**src/rtl/reflet_ram_arbiter_if.sv**
```systemverilog
// Bus bundle between the two requesting masters, the arbiter and the shared RAM macro.
// The arbiter connects through the slave modport; requesters and the RAM model connect through master.
interface reflet_ram_arbiter_if #(
  parameter int wordsize = 16
);
  logic                m0_req;
  logic                m0_we;
  logic [wordsize-1:0] m0_addr;
  logic [wordsize-1:0] m0_wdata;
  logic [wordsize-1:0] m0_rdata;
  logic                m0_ack;

  logic                m1_req;
  logic                m1_we;
  logic [wordsize-1:0] m1_addr;
  logic [wordsize-1:0] m1_wdata;
  logic [wordsize-1:0] m1_rdata;
  logic                m1_ack;

  logic [wordsize-1:0] ram_addr;
  logic [wordsize-1:0] ram_data_out;
  logic [wordsize-1:0] ram_data_in;
  logic                ram_we;
  logic                busy;

  modport slave (
    input  m0_req, m0_we, m0_addr, m0_wdata,
    input  m1_req, m1_we, m1_addr, m1_wdata,
    input  ram_data_in,
    output m0_rdata, m0_ack, m1_rdata, m1_ack,
    output ram_addr, ram_data_out, ram_we, busy
  );

  modport master (
    output m0_req, m0_we, m0_addr, m0_wdata,
    output m1_req, m1_we, m1_addr, m1_wdata,
    output ram_data_in,
    input  m0_rdata, m0_ack, m1_rdata, m1_ack,
    input  ram_addr, ram_data_out, ram_we, busy
  );
endinterface

```
**src/rtl/reflet_ram_arbiter.sv**
```systemverilog
// Two-master arbiter for one single-port RAM with a fixed access window per grant.
// Define REFLET_ARBITER_RR_EN for round-robin ties; default is fixed priority to master 0.
module reflet_ram_arbiter #(
  parameter int wordsize    = 16,
  parameter int ram_latency = 2
) (
  input  logic                clk,
  input  logic                reset,
  input  logic                enable,
  reflet_ram_arbiter_if.slave bus,
  output logic [1:0]          dbg_state
);

  // Handshake: a master raises req with we/addr/wdata stable and holds it until its
  // one-cycle ack; it must drop req on the edge ending that ack cycle. req is only
  // sampled in IDLE, so requests arriving during a window simply wait.

  typedef enum logic [1:0] {
    IDLE   = 2'd0,
    ACCESS = 2'd1,
    ACK    = 2'd2
  } state_t;

  localparam logic [3:0] LAT = 4'(ram_latency);

  state_t              state;
  logic [3:0]          count;
  logic                grant;
  logic                is_write;
  logic                we_r;
  logic [wordsize-1:0] addr_r;
  logic [wordsize-1:0] wdata_r;
  logic [wordsize-1:0] rdata0;
  logic [wordsize-1:0] rdata1;
  logic                ack0;
  logic                ack1;
  logic                busy_r;

  logic                any_req;
  logic                win;
  logic                win_we;
  logic [wordsize-1:0] win_addr;
  logic [wordsize-1:0] win_wdata;

  assign any_req = bus.m0_req | bus.m1_req;

`ifdef REFLET_ARBITER_RR_EN
  logic last;

  // On a tie the master not granted last wins; a lone requester always wins.
  always_comb begin
    win = bus.m1_req;
    if (bus.m0_req && bus.m1_req) win = ~last;
  end

  always_ff @(posedge clk or negedge reset) begin
    if (!reset) begin
      last <= 1'b1;
    end else if (enable && state == IDLE && any_req) begin
      last <= win;
    end
  end
`else
  always_comb begin
    win = ~bus.m0_req;
  end
`endif

  always_comb begin
    win_we    = win ? bus.m1_we    : bus.m0_we;
    win_addr  = win ? bus.m1_addr  : bus.m0_addr;
    win_wdata = win ? bus.m1_wdata : bus.m0_wdata;
  end

  always_ff @(posedge clk or negedge reset) begin
    if (!reset) begin
      state    <= IDLE;
      count    <= 4'd0;
      grant    <= 1'b0;
      is_write <= 1'b0;
      we_r     <= 1'b0;
      addr_r   <= '0;
      wdata_r  <= '0;
      rdata0   <= '0;
      rdata1   <= '0;
      ack0     <= 1'b0;
      ack1     <= 1'b0;
      busy_r   <= 1'b0;
    end else if (enable) begin
      case (state)
        IDLE: begin
          if (any_req) begin
            grant    <= win;
            is_write <= win_we;
            we_r     <= win_we;
            addr_r   <= win_addr;
            wdata_r  <= win_wdata;
            count    <= LAT;
            busy_r   <= 1'b1;
            state    <= ACCESS;
          end
        end
        ACCESS: begin
          // The write strobe covers only the first enabled cycle of the window.
          we_r  <= 1'b0;
          count <= count - 4'd1;
          if (count == 4'd1) begin
            state <= ACK;
            if (!is_write) begin
              if (grant) rdata1 <= bus.ram_data_in;
              else       rdata0 <= bus.ram_data_in;
            end
            if (grant) ack1 <= 1'b1;
            else       ack0 <= 1'b1;
          end
        end
        ACK: begin
          ack0   <= 1'b0;
          ack1   <= 1'b0;
          busy_r <= 1'b0;
          state  <= IDLE;
        end
        default: begin
          state <= IDLE;
        end
      endcase
    end
  end

  // While stalled the strobe is masked so the RAM never sees a repeated write.
  assign bus.ram_we       = we_r & enable;
  assign bus.ram_addr     = addr_r;
  assign bus.ram_data_out = wdata_r;
  assign bus.m0_rdata     = rdata0;
  assign bus.m1_rdata     = rdata1;
  assign bus.m0_ack       = ack0;
  assign bus.m1_ack       = ack1;
  assign bus.busy         = busy_r;
  assign dbg_state        = state;

endmodule

```
**src/flat_wrapper.sv**
```systemverilog
// flat-port wrapper written by rule: the top's interface ports become plain ports
module reflet_ram_arbiter_flat 
#(
  parameter int wordsize    = 16,
  parameter int ram_latency = 2
)
  (clk, reset, enable, dbg_state, bus_m0_req, bus_m0_we, bus_m0_addr, bus_m0_wdata, bus_m1_req, bus_m1_we, bus_m1_addr, bus_m1_wdata, bus_ram_data_in, bus_m0_rdata, bus_m0_ack, bus_m1_rdata, bus_m1_ack, bus_ram_addr, bus_ram_data_out, bus_ram_we, bus_busy);
  reflet_ram_arbiter_if #(.wordsize(wordsize)) bus_i ();
  input  logic clk;
  input  logic reset;
  input  logic enable;
  output logic [1:0] dbg_state;
  input wire logic [$bits(bus_i.m0_req)-1:0] bus_m0_req;
  input wire logic [$bits(bus_i.m0_we)-1:0] bus_m0_we;
  input wire logic [$bits(bus_i.m0_addr)-1:0] bus_m0_addr;
  input wire logic [$bits(bus_i.m0_wdata)-1:0] bus_m0_wdata;
  input wire logic [$bits(bus_i.m1_req)-1:0] bus_m1_req;
  input wire logic [$bits(bus_i.m1_we)-1:0] bus_m1_we;
  input wire logic [$bits(bus_i.m1_addr)-1:0] bus_m1_addr;
  input wire logic [$bits(bus_i.m1_wdata)-1:0] bus_m1_wdata;
  input wire logic [$bits(bus_i.ram_data_in)-1:0] bus_ram_data_in;
  output wire logic [$bits(bus_i.m0_rdata)-1:0] bus_m0_rdata;
  output wire logic [$bits(bus_i.m0_ack)-1:0] bus_m0_ack;
  output wire logic [$bits(bus_i.m1_rdata)-1:0] bus_m1_rdata;
  output wire logic [$bits(bus_i.m1_ack)-1:0] bus_m1_ack;
  output wire logic [$bits(bus_i.ram_addr)-1:0] bus_ram_addr;
  output wire logic [$bits(bus_i.ram_data_out)-1:0] bus_ram_data_out;
  output wire logic [$bits(bus_i.ram_we)-1:0] bus_ram_we;
  output wire logic [$bits(bus_i.busy)-1:0] bus_busy;
  assign bus_i.m0_req = bus_m0_req;
  assign bus_i.m0_we = bus_m0_we;
  assign bus_i.m0_addr = bus_m0_addr;
  assign bus_i.m0_wdata = bus_m0_wdata;
  assign bus_i.m1_req = bus_m1_req;
  assign bus_i.m1_we = bus_m1_we;
  assign bus_i.m1_addr = bus_m1_addr;
  assign bus_i.m1_wdata = bus_m1_wdata;
  assign bus_i.ram_data_in = bus_ram_data_in;
  assign bus_m0_rdata = bus_i.m0_rdata;
  assign bus_m0_ack = bus_i.m0_ack;
  assign bus_m1_rdata = bus_i.m1_rdata;
  assign bus_m1_ack = bus_i.m1_ack;
  assign bus_ram_addr = bus_i.ram_addr;
  assign bus_ram_data_out = bus_i.ram_data_out;
  assign bus_ram_we = bus_i.ram_we;
  assign bus_busy = bus_i.busy;
  reflet_ram_arbiter #(.wordsize(wordsize), .ram_latency(ram_latency)) u_core (.clk(clk), .reset(reset), .enable(enable), .bus(bus_i), .dbg_state(dbg_state));
endmodule
```
**config.mk**
```make
export PLATFORM = sky130hd
export DESIGN_NAME = reflet_ram_arbiter_flat
export DESIGN_NICKNAME = d
export VERILOG_FILES = /design/src/rtl/reflet_ram_arbiter_if.sv /design/src/rtl/reflet_ram_arbiter.sv /design/src/flat_wrapper.sv
export SDC_FILE = /design/constraint.sdc
export NUM_CORES = 1
export LEC_CHECK = 0
export ABC_AREA = 0
export BUFFER_PORTS_ARGS = -buffer_cell sky130_fd_sc_hd__buf_2
export CORE_MARGIN = 2
export CORE_UTILIZATION = 50
export CTS_CLUSTER_DIAMETER = 50
export DETAILED_ROUTE_END_ITERATION = 8
export GPL_TIMING_DRIVEN = 0
export PLACE_DENSITY = 0.95
export RECOVER_POWER = 50
export SLEW_MARGIN = 20
export SYNTH_ARGS = -nofsm -noshare
export SYNTH_HDL_FRONTEND = slang
export SYNTH_SLANG_ARGS = --single-unit
```
**constraint.sdc**
```tcl
create_clock -name clk -period 6.1 [get_ports clk]
set_input_delay 1.22 -clock clk [delete_from_list [all_inputs] [get_ports clk]]
set_output_delay 1.22 -clock clk [all_outputs]
set_load 0.05 [all_outputs]
```
Word-level counts from Yosys, hierarchy flattened
Cells that the tools add are included.
Widths: inputs -> output; s select.
- output and inout port bits: 70
- bits in registers: 76
- input bits: 87
- add/subtract/negate cells: 1
- equality and inequality tests: 7
- bitwise operators: 5
- reductions and logical operators: 12
- multiplexer cells: 18
- operators by type and width (cell ; count):
    $mux 16 ; 2
    $reduce_and 3->1 ; 4
    $reduce_and 5->1 ; 2
    $pmux 1 s2 ; 4
    $pmux 4 s2 ; 1
    $reduce_and 4->1 ; 2
    $mux 1 ; 7
    $ne 2x1->1 const B ; 3
    $reduce_bool 2->1 ; 3
    $eq 4x1->1 const B ; 1
    $mux 2 ; 2
    $mux 4 ; 1
    $pmux 2 s2 ; 1
    $sub 4x1->4 const B ; 1
    $not 1->1 ; 3
    $eq 2x1->1 const B ; 1
    $eq 2x2->1 const B ; 1
    $logic_not 2->1 ; 1
    $ne 2x2->1 const B ; 1
    $and 1x1->1 ; 1
    $or 1x1->1 ; 1

Depth between registers and ports, before layout
Gate-level depths: netlist of run 1.
- word-level depth: 3
- depth in mapped cells: 8
- mapped depth without buffers: 5

Least setup slack after synthesis of run 1
OpenSTA, ideal clock, no wires.
- path kind: in2out
- start point: input enable
- end point: output bus_ram_we
- buffers on the path: 1
- required time: 4.880 ns
- cell stages on the path: 2
- path slack: 2.954 ns
- data arrival time: 1.926 ns
- path through: clkbuf_1 -> and2_1
- cells in the longest elaborated chain, start to end: 1
- RTL lines (element ; RTL line ; RTL):
    from (decl) ; flat_wrapper.sv:11 ; input logic enable;
    $and 1x1->1 ; reflet_ram_arbiter.sv:131 ; assign bus.ram_we = we_r & enable;
    to (decl) ; flat_wrapper.sv:28 ; output wire logic [$bits(bus_i.ram_we)-1:0] bus_ram_we;
Every way passes these cells.

Worst setup path after layout of run 1
Same ends and word-level chain as after synthesis.

==> results of run 1 <==
-- registers in the layout, indices dropped and copies added (netlist names) --
register	flops
u_core.bus.m1_rdata	16
u_core.bus.m0_ack	1
u_core.grant	1
u_core.bus.busy	1
u_core.bus.m1_ack	1
u_core.count	4
u_core.dbg_state	2
u_core.bus.m0_rdata	16
u_core.bus.ram_data_out	16
u_core.is_write	1
u_core.bus.ram_addr	16
u_core.we_r	1
-- per-stage QoR --
step,utilization,worst slack (ns)
finish,0.664,2.90
global route,0.664,2.82
CTS,0.671,2.89
detailed placement,0.644,2.88
global placement,0.639,2.91
floorplan,-,2.95
-- area by class of cell --
| type | count | share of cell area |
|---|---|---|
| sequential | 76 | 0.426 |
| buffer | 17 | 0.0202 |
| multi-input combinational | 178 | 0.314 |
| inverter | 8 | 0.00673 |
| clock inverter | 7 | 0.0129 |
| clock buffer | 9 | 0.0278 |
| tap | 80 | 0.0224 |
| timing repair buffer | 155 | 0.170 |
-- layer usage --
metal  vias up  wire [µm]  share of wire
met5         -          0              0
met4         0         93          0.011
met3         9        603          0.074
met2       129       3950           0.49
met1      1349       3470           0.43
li1       1317          -              -
-- path summary, 6_finish.rpt --
kind,startpoint,endpoint,slack (ns),cells past startpoint
hold / removal,u_core.bus.ram_addr[5],u_core.bus.ram_addr[5],0.48,2
setup / recovery,enable,bus_ram_we,2.90,3
max in group asynchronous,reset,u_core.bus.m1_rdata[10],4.06,2
setup reg to reg,u_core.dbg_state[1],u_core.bus.m1_rdata[12],3.61,7
min in group asynchronous,reset,u_core.bus.m1_ack,1.17,1
hold reg to reg,u_core.bus.ram_addr[5],u_core.bus.ram_addr[5],0.48,2
-- cells in the mapped netlist (2+ instances only) --
master | number | area, µm²
a211oi_1 | 2 | 15.0
dfrtp_1 | 76 | 1900
a31oi_1 | 2 | 12.5
clkbuf_1 | 11 | 41.3
inv_1 | 8 | 30.0
nand2_1 | 35 | 131
mux2_2 | 23 | 259
buf_1 | 2 | 7.51
ha_1 | 7 | 87.6
mux2i_1 | 35 | 350
o21ai_0 | 39 | 195
and2_1 | 2 | 12.5
mux2_4 | 10 | 150
buf_2 | 2 | 10.0
o31ai_1 | 2 | 15.0
nand2b_1 | 3 | 18.8
a21oi_1 | 2 | 10.0
-- worst reg2reg max path, cell delays in order, from the launching register on --
cell,delay [ns]
dfrtp_1,0.41
inv_1,0.13
ha_1,0.16
clkbuf_1,0.28
and2_1,0.21
nor4b_4,0.47
buf_2,0.35
mux2_2,0.37
-- cells by family (layout without fill, tap and decap cells) --
group           after synthesis  count (layout)  synth area share
flops                        76              76             0.555
mux                          68              68             0.222
simple gates                 48              48            0.0705
compound gates               55              55            0.0917
fa+ha+maj                     7               7            0.0256
buf+inv                      25             196            0.0351
-- where the power goes --
part | total (mW) | switching [mW] | internal, mW
Combinational | 1.21 | 0.908 | 0.300
Clock | 0.347 | 0.194 | 0.152
Sequential | 0.822 | 0.123 | 0.699
==> out/metrics.csv, run 1 <==
stage;metric;value;unit
outcome;status;completed;
grt;gr busiest metal;met2;
layout;multi-input logic area;0.00140;mm²
placed_design;dpl cells;514;
grt;first-pass GRT wire length;12800;µm
layout;Diodes inserted;0;
pwr;PD cells;532;mW/mm²
drt;post-route ant nets;0;
timing;Final Hold Fails;0;
grt;initial antenna violation count;0;
layout;layout cell share with drive strength beyond 1;0.396;
worst_setup_path;CP Cell Sequence;clkbuf_1 -> and2_1 -> buf_2;
worst_setup_path;Crit path required time;4.88;ns
clock_network;CTS Buffer Depth;2;
layout;fin nets;539;
layout;fill cell count;535;
grt;overall routing resource usage;0.216;
timing;worst-margin pin slew;1.34;ns
timing;Final setup viols;0;
grt;routing usage on met1;0.275;
pwr;worst vdd rail ir drop;0.000259;V
clock_network;CTS resizes;0;
timing;WHS;0.485;ns
synth;YS warnings;0;
timing;setup TNS;0;ns
synth;synthesized area;0.00342;mm²
floorplan;IO Count;157;
grt;met3 Usage GRT;0.0410;
drt;DRC;0;
placed_design;post-DP HPWL;6310;µm
clock_network;CTS tree;built;
synth;Syn Inst Count;279;
worst_setup_path;Setup crit end kind;output port;
timing;achievable frequency;312;MHz
timing;Tmin final;3.20;ns
grt;GR Overflow Total;0;
placed_design;GP Congestion;0.761;
worst_setup_path;Worst Path Max Fanout;10;
run;max capacitance violation total;0;
synth;register area share after synthesis;0.555;
synth;Seq cells post-synth;76;
pwr;leakage power;2.37;nW
worst_setup_path;Slowest cell on crit path;clkbuf_1;
synth;Mean Syn Cell Area;12.3;µm²
floorplan;Starting Density;0.510;
layout;synth-to-layout area growth;30.3;%
timing;Pins Over Slew Limit;0;
layout;most common cell after layout, fill and taps aside;buf_2;
synth;Unique masters post-synth;35;
grt;met2 usage;0.371;
worst_setup_path;CP Buf/Inv Count;2;
worst_setup_path;CP arrival;1.98;ns
timing;Final period util;0.525;
clock_network;Post-CTS Repair Setup Buffers;0;
drt;Pre-Repair DR Iteration Count;4;
synth;FFs w/ async S/R, synth;1.00;
worst_setup_path;WS Path Type;in -> out;
worst_setup_path;Top delay family on crit path;buffers and inverters;
floorplan;FP Rows;30;
grt;largest net degree at the start of global routing;55;
timing;RSZ-0062 raised after global routing;no;
worst_setup_path;delay of the slowest critical-path stage;0.31;ns
drt;final wirelength;8120;µm
clock_network;clock root cell;clkbuf_8;
timing;Max-slew headroom;0.104;
drt;vias;2804;
layout;non-filler instance count after layout;530;
floorplan;core footprint;0.00672;mm²
clock_network;H-tree levels;3;
floorplan;Die Area;0.00753;mm²
clock_network;hold_buf cts;0;
synth;Post-synth EDFFs;0;
layout;Reg area;0.00190;mm²
pwr;Power Total;2.38;mW
floorplan;Die X-Extent;86.8;µm
clock_network;CTS clk-pin slew, worst paths;0.08;ns
worst_hold_path;Hold Crit Class;reg -> reg;
synth;Most used DFF post-synth;dfrtp_1;
drt;vias per cell;5.29;
drt;Avg WL per Cell;15.3;µm
worst_setup_path;crit start category;input pin;
synth;Syn Nets;373;
floorplan;height of the die;86.8;µm
timing;Setup Skew;0.0103;ns
grt;vias in the first global route;2717;
layout;most frequent cells in the layout;123 x buf_2, 76 x dfrtp_1, 44 x clkbuf_1;
clock_network;CTS buffer count;9;
clock_network;clock latency on the worst-skew pair;0.34;ns
placed_design;port buffer count;154;
layout;Finished Cell Area;0.00446;mm²
drt;DRT iter0 DRCs;84;
clock_network;clock sinks;76;
placed_design;DP Area;0.00433;mm²
(Power assumes the default switching activity.)
==> run 2, diff against run 1 <==
- CORE_UTILIZATION: 50 -> 47
- PLACE_DENSITY: 0.95 -> 0.9
- clock period: 6.1 -> 3.3 ns (I/O delays scaled with it)
==> out/metrics.csv, run 2 (same netlist as run 1, synthesis figures left out) <==
stage;metric;value;unit;change
outcome;status;finished with violations;;was completed
outcome;failing checks;capacitance limit, slew limit;;
clock_network;clock latency on the worst-skew pair;0.34;ns;about the same
pwr;Power Total;4.48;mW;was 2.38 mW
clock_network;CTS buffer count;9;;unchanged
timing;Pins Over Slew Limit;39;;was 0
timing;Max-slew headroom;-0.398;;was 0.104
grt;first-pass GRT wire length;12600;µm;was 12,800 µm
timing;RSZ-0062 raised after global routing;no;;unchanged
layout;most frequent cells in the layout;120 x buf_2, 76 x dfrtp_1, 48 x clkbuf_1;;was 123 x buf_2, 76 x dfrtp_1, 44 x clkbuf_1
grt;vias in the first global route;2714;;was 2,717
placed_design;DP Area;0.00434;mm²;was 0.00433 mm²
run;max capacitance violation total;1;;was 0
clock_network;clock root cell;clkbuf_8;;unchanged
worst_setup_path;Slowest cell on crit path;nor4b_4;;was clkbuf_1
floorplan;FP Rows;31;;was 30
drt;DRT iter0 DRCs;120;;was 84
clock_network;clock sinks;76;;unchanged
worst_setup_path;reg2reg setup slack;0.77;ns;was 3.61 ns
pwr;PD cells;995;mW/mm²;was 532 mW/mm²
floorplan;core footprint;0.00714;mm²;was 0.00672 mm²
worst_setup_path;WS Path Type;reg -> reg;;was in -> out
clock_network;CTS tree;built;;unchanged
drt;post-route ant nets;0;;unchanged
worst_setup_path;delay of the slowest critical-path stage;0.46;ns;was 0.31 ns
grt;largest net degree at the start of global routing;40;;was 55
layout;non-filler instance count after layout;549;;was 530
worst_setup_path;CP arrival;2.75;ns;was 1.98 ns
drt;vias;2809;;was 2,804
drt;Avg WL per Cell;15.3;µm;about the same
placed_design;dpl cells;533;;was 514
timing;worst-margin pin slew;2.10;ns;was 1.34 ns
layout;Finished Cell Area;0.00450;mm²;was 0.00446 mm²
worst_setup_path;Setup crit end kind;flip-flop;;was output port
clock_network;CTS clk-pin slew, worst paths;0.07;ns;was 0.08 ns
drt;DRC;0;;unchanged
clock_network;H-tree levels;3;;unchanged
worst_setup_path;CP Cell Sequence;inv_1 -> ha_1 -> clkbuf_1 -> and2_1 -> nor4b_4 -> buf_2 -> mux2_2;;was clkbuf_1 -> and2_1 -> buf_2
clock_network;CTS Buffer Depth;2;;unchanged
layout;fin nets;539;;unchanged
clock_network;hold_buf cts;0;;unchanged
floorplan;Starting Density;0.480;;was 0.510
timing;Setup Skew;0.00298;ns;was 0.0103 ns
timing;WHS;0.478;ns;was 0.485 ns
layout;most common cell after layout, fill and taps aside;buf_2;;unchanged
timing;achievable frequency;396;MHz;
timing;setup TNS;0;ns;unchanged
worst_setup_path;Crit path required time;3.52;ns;was 4.88 ns
timing;Final setup viols;0;;unchanged
drt;Pre-Repair DR Iteration Count;4;;unchanged
clock_network;Post-CTS Repair Setup Buffers;0;;unchanged
timing;Tmin final;2.53;ns;
floorplan;Die X-Extent;89.4;µm;was 86.8 µm
timing;Final Hold Fails;0;;unchanged
drt;final wirelength;8410;µm;was 8120 µm
grt;overall routing resource usage;0.208;;was 0.216
clock_network;CTS resizes;0;;unchanged
layout;Diodes inserted;0;;unchanged
placed_design;port buffer count;154;;unchanged
grt;GR Overflow Total;0;;unchanged
layout;synth-to-layout area growth;31.3;%;was 30.3%
worst_hold_path;Hold Crit Class;reg -> reg;;unchanged
pwr;worst vdd rail ir drop;0.000488;V;was 0.000259 V
worst_setup_path;Worst Path Max Fanout;10;;unchanged
pwr;leakage power;2.38;nW;was 2.37 nW
drt;vias per cell;5.12;;was 5.29
floorplan;Die Area;0.00799;mm²;was 0.00753 mm²
placed_design;GP Congestion;0.820;;was 0.761
layout;layout cell share with drive strength beyond 1;0.387;;was 0.396
timing;Final period util;0.766;;
placed_design;post-DP HPWL;6520;µm;was 6310 µm
worst_setup_path;crit start category;flip-flop;;was input pin
grt;initial antenna violation count;0;;unchanged
floorplan;IO Count;157;;unchanged
layout;fill cell count;639;;was 535
floorplan;height of the die;89.4;µm;was 86.8 µm
run 2: cell types whose count changed in the layout (fill, tap and decap cells not counted):
cell,before,now
inv_6,3,0
clkbuf_8,9,11
buf_16,1,0
buf_12,1,2
clkinv_4,1,0
clkinv_2,0,2
clkinvlp_4,3,1
buf_2,123,120
bufinv_16,0,1
clkbuf_1,44,48
run 2: area by class of cell:
type	count	area (µm²)	area share
clock inverter	4	47.5	0.0106
buffer	17	90.1	0.0200
tap	99	124	0.0275
inverter	8	30.0	0.00668
multi-input combinational	178	1400	0.312
sequential	76	1900	0.423
timing repair buffer	155	746	0.166
clock buffer	12	155	0.0345
run 2: critical path: cells and delay by family, from the launching register on:
family,cells,cell delay [ns]
simple gates,2,0.69
buf+inv,3,0.78
flops,1,0.41
fa+ha+maj,1,0.16
mux,1,0.37
run 2: final timing paths:
path	cells after the start	startpoint	to
setup / recovery	7	u_core.dbg_state[1]	u_core.bus.m1_rdata[14]
hold / removal	2	u_core.bus.ram_addr[15]	u_core.bus.ram_addr[15]
setup reg to reg	7	u_core.dbg_state[1]	u_core.bus.m1_rdata[14]
hold reg to reg	2	u_core.bus.ram_addr[15]	u_core.bus.ram_addr[15]
max in group asynchronous	1	reset	u_core.bus.ram_data_out[11]
min in group asynchronous	1	reset	u_core.bus.m0_rdata[2]
run 2: per-stage QoR:
step / setup WS [ns] / utilization
after global routing: 0.573 / 0.630
after detailed placement: 0.746 / 0.608
after global placement: 0.828 / 0.605
after floorplan: 0.893 / -
after CTS: 0.762 / 0.637
final: 0.773 / 0.630
run 2: routing by layer:
layer	track usage	share of wire	up-vias	wire length [µm]
li1	-	-	1312	-
met1	0.239	0.41	1360	3410
met2	0.370	0.51	129	4310
met3	0.0480	0.072	8	606
met4	0.0841	0.011	0	89
met5	0	0	-	0
run 2: where the power goes:
group	switching, mW	internal (mW)
Clock	0.326	0.389
Sequential	0.227	1.29
Combinational	1.70	0.546
Total	2.25	2.23
==> run 3, diff against run 2 <==
- CORE_UTILIZATION: 47 -> 42
- PLACE_DENSITY: 0.9 -> 0.86
- clock period: 3.3 -> 2.14 ns (I/O delays scaled with it)
==> out/metrics.csv, run 3 (same netlist as run 1, synthesis figures left out) <==
stage;metric;value;unit;change
timing;Pins Over Slew Limit;0;;was 39
grt;largest net degree at the start of global routing;54;;was 40
floorplan;core footprint;0.00781;mm²;was 0.00714 mm²
worst_setup_path;Slowest cell on crit path;or4_4;;was nor4b_4
drt;post-route ant nets;0;;unchanged
timing;Max-slew headroom;0.518;;was -0.398
timing;Final Hold Fails;0;;unchanged
worst_setup_path;Crit path required time;2.37;ns;was 3.52 ns
grt;first-pass GRT wire length;13200;µm;was 12,600 µm
clock_network;CTS clk-pin slew, worst paths;0.08;ns;was 0.07 ns
pwr;leakage power;2.45;nW;was 2.38 nW
worst_setup_path;Top delay family on crit path;simple AND/OR/NAND/NOR gates;;was buffers and inverters
floorplan;Starting Density;0.439;;was 0.480
placed_design;pre-CTS WS;-0.194;ns;was 0.746 ns
worst_setup_path;CP Buf/Inv Count;2;;was 3
clock_network;CTS buffer count;9;;unchanged
timing;PnR worst setup slack;0.00862;ns;was 0.773 ns
layout;Diodes inserted;0;;unchanged
grt;vias in the first global route;2793;;was 2,714
layout;most common cell after layout, fill and taps aside;buf_2;;unchanged
clock_network;clock root cell;clkbuf_8;;unchanged
layout;most frequent cells in the layout;121 x buf_2, 73 x dfrtp_1, 40 x clkbuf_1;;was 120 x buf_2, 76 x dfrtp_1, 48 x clkbuf_1
clock_network;clock latency on the worst-skew pair;0.35;ns;was 0.34 ns
timing;Setup Skew;0.00996;ns;was 0.00298 ns
timing;WHS;0.328;ns;was 0.478 ns
floorplan;height of the die;94.3;µm;was 89.4 µm
worst_hold_path;Hold Crit Class;in -> reg;;was reg -> reg
drt;Avg WL per Cell;15.4;µm;was 15.3 µm
layout;Final Util;0.596;;was 0.630
layout;synth-to-layout area growth;35.8;%;was 31.3%
placed_design;port buffer count;154;;unchanged
timing;achievable frequency;469;MHz;was 396 MHz
drt;DRT iter0 DRCs;85;;was 120
timing;worst-margin pin slew;0.723;ns;was 2.10 ns
timing;Final period util;0.996;;was 0.766
worst_setup_path;delay of the slowest critical-path stage;0.50;ns;was 0.46 ns
worst_setup_path;CP Cell Sequence;inv_2 -> ha_4 -> or3b_4 -> or4_4 -> clkbuf_16 -> mux2_4;;was inv_1 -> ha_1 -> clkbuf_1 -> and2_1 -> nor4b_4 -> buf_2 -> mux2_2
floorplan;FP Rows;32;;was 31
drt;DRC;0;;unchanged
drt;Pre-Repair DR Iteration Count;4;;unchanged
run;max capacitance violation total;0;;was 1
grt;GR Overflow Total;0;;unchanged
floorplan;IO Count;157;;unchanged
worst_setup_path;WS Path Type;reg -> reg;;unchanged
floorplan;Die X-Extent;94.3;µm;was 89.4 µm
clock_network;CTS Buffer Depth;2;;unchanged
floorplan;Die Area;0.00889;mm²;was 0.00799 mm²
drt;final wirelength;8610;µm;was 8410 µm
worst_setup_path;crit start category;flip-flop;;unchanged
grt;overall routing resource usage;0.194;;was 0.208
worst_setup_path;Setup crit end kind;flip-flop;;unchanged
clock_network;CTS tree;built;;unchanged
clock_network;H-tree levels;3;;unchanged
drt;vias per cell;5.02;;was 5.12
pwr;worst vdd rail ir drop;0.000641;V;was 0.000488 V
layout;fin nets;547;;was 539
layout;layout cell share with drive strength beyond 1;0.432;;was 0.387
grt;initial antenna violation count;0;;unchanged
worst_setup_path;Worst Path Max Fanout;5;;was 10
timing;Final setup viols;0;;unchanged
placed_design;post-DP HPWL;6400;µm;was 6520 µm
layout;fill cell count;675;;was 639
drt;vias;2809;;unchanged
placed_design;GP Congestion;0.772;;was 0.820
clock_network;clock sinks;76;;unchanged
worst_setup_path;CP arrival;2.36;ns;was 2.75 ns
timing;Tmin final;2.13;ns;was 2.53 ns
pwr;PD cells;1530;mW/mm²;was 995 mW/mm²
outcome;status;completed;;was finished with violations
[run 3: repair_timing]
action                                 in CTS  in global routing
hold buffers                                1                  0
resized for setup                           5                 10
endpoints found under the hold margin      23                  0
setup buffers                               6                  1
cloned                                      1                  1
setup endpoints to repair                  45                 54
pin swaps                                   2                  1
[run 3: power by group]
part | total, mW | leakage [nW] | internal [mW] | switching, mW
Combinational | 3.52 | 1.37 | 0.893 | 2.63
Clock | 1.24 | 0.114 | 0.701 | 0.544
Sequential | 2.35 | 0.968 | 2.00 | 0.351
Total | 7.11 | 2.45 | 3.59 | 3.52
[run 3: routing by layer]
metal  routed length, µm  global-route usage
met2                4250               0.342
met4                  90              0.0568
met3                 724              0.0538
met5                   0                   0
met1                3540               0.231
[run 3: stage by stage]
| stage | TNS (ns) | std cells | cell area [µm²] | total power, mW |
|---|---|---|---|---|
| floorplan | -0.347 | 279 | 3440 | 4.97 |
| global placement | -5.84 | 535 | 4340 | 5.79 |
| detailed placement | -8.04 | 536 | 4370 | 5.91 |
| global route | -0.157 | 560 | 4650 | 7.52 |
| finish | 0 | 560 | 4650 | 7.11 |
| CTS | -1.05 | 559 | 4660 | 7.20 |
[run 3: final timing paths]
path                                          from                 endpoint  slack (ns)  cells past startpoint
min                             bus_ram_data_in[7]   u_core.bus.m0_rdata[7]        0.33                      2
min reg2reg                u_core.bus.ram_addr[15]  u_core.bus.ram_addr[15]        0.48                      2
max                                u_core.count[1]   u_core.bus.m0_rdata[9]       0.009                      6
min in group asynchronous                    reset   u_core.bus.ram_addr[2]        0.62                      2
max in group asynchronous                    reset          u_core.count[0]        0.30                      3
max reg2reg                        u_core.count[1]   u_core.bus.m0_rdata[9]       0.009                      6
[run 3: final cells by class]
cell class                 instances  area, µm²  area share
tap                              102        128      0.0274
multi-input combinational        178       1430       0.306
buffer                            15       86.3      0.0186
clock inverter                     6       93.8      0.0202
clock buffer                      10        138      0.0296
timing repair buffer             165        845       0.182
sequential                        76       1910       0.410
inverter                           8       30.0     0.00646
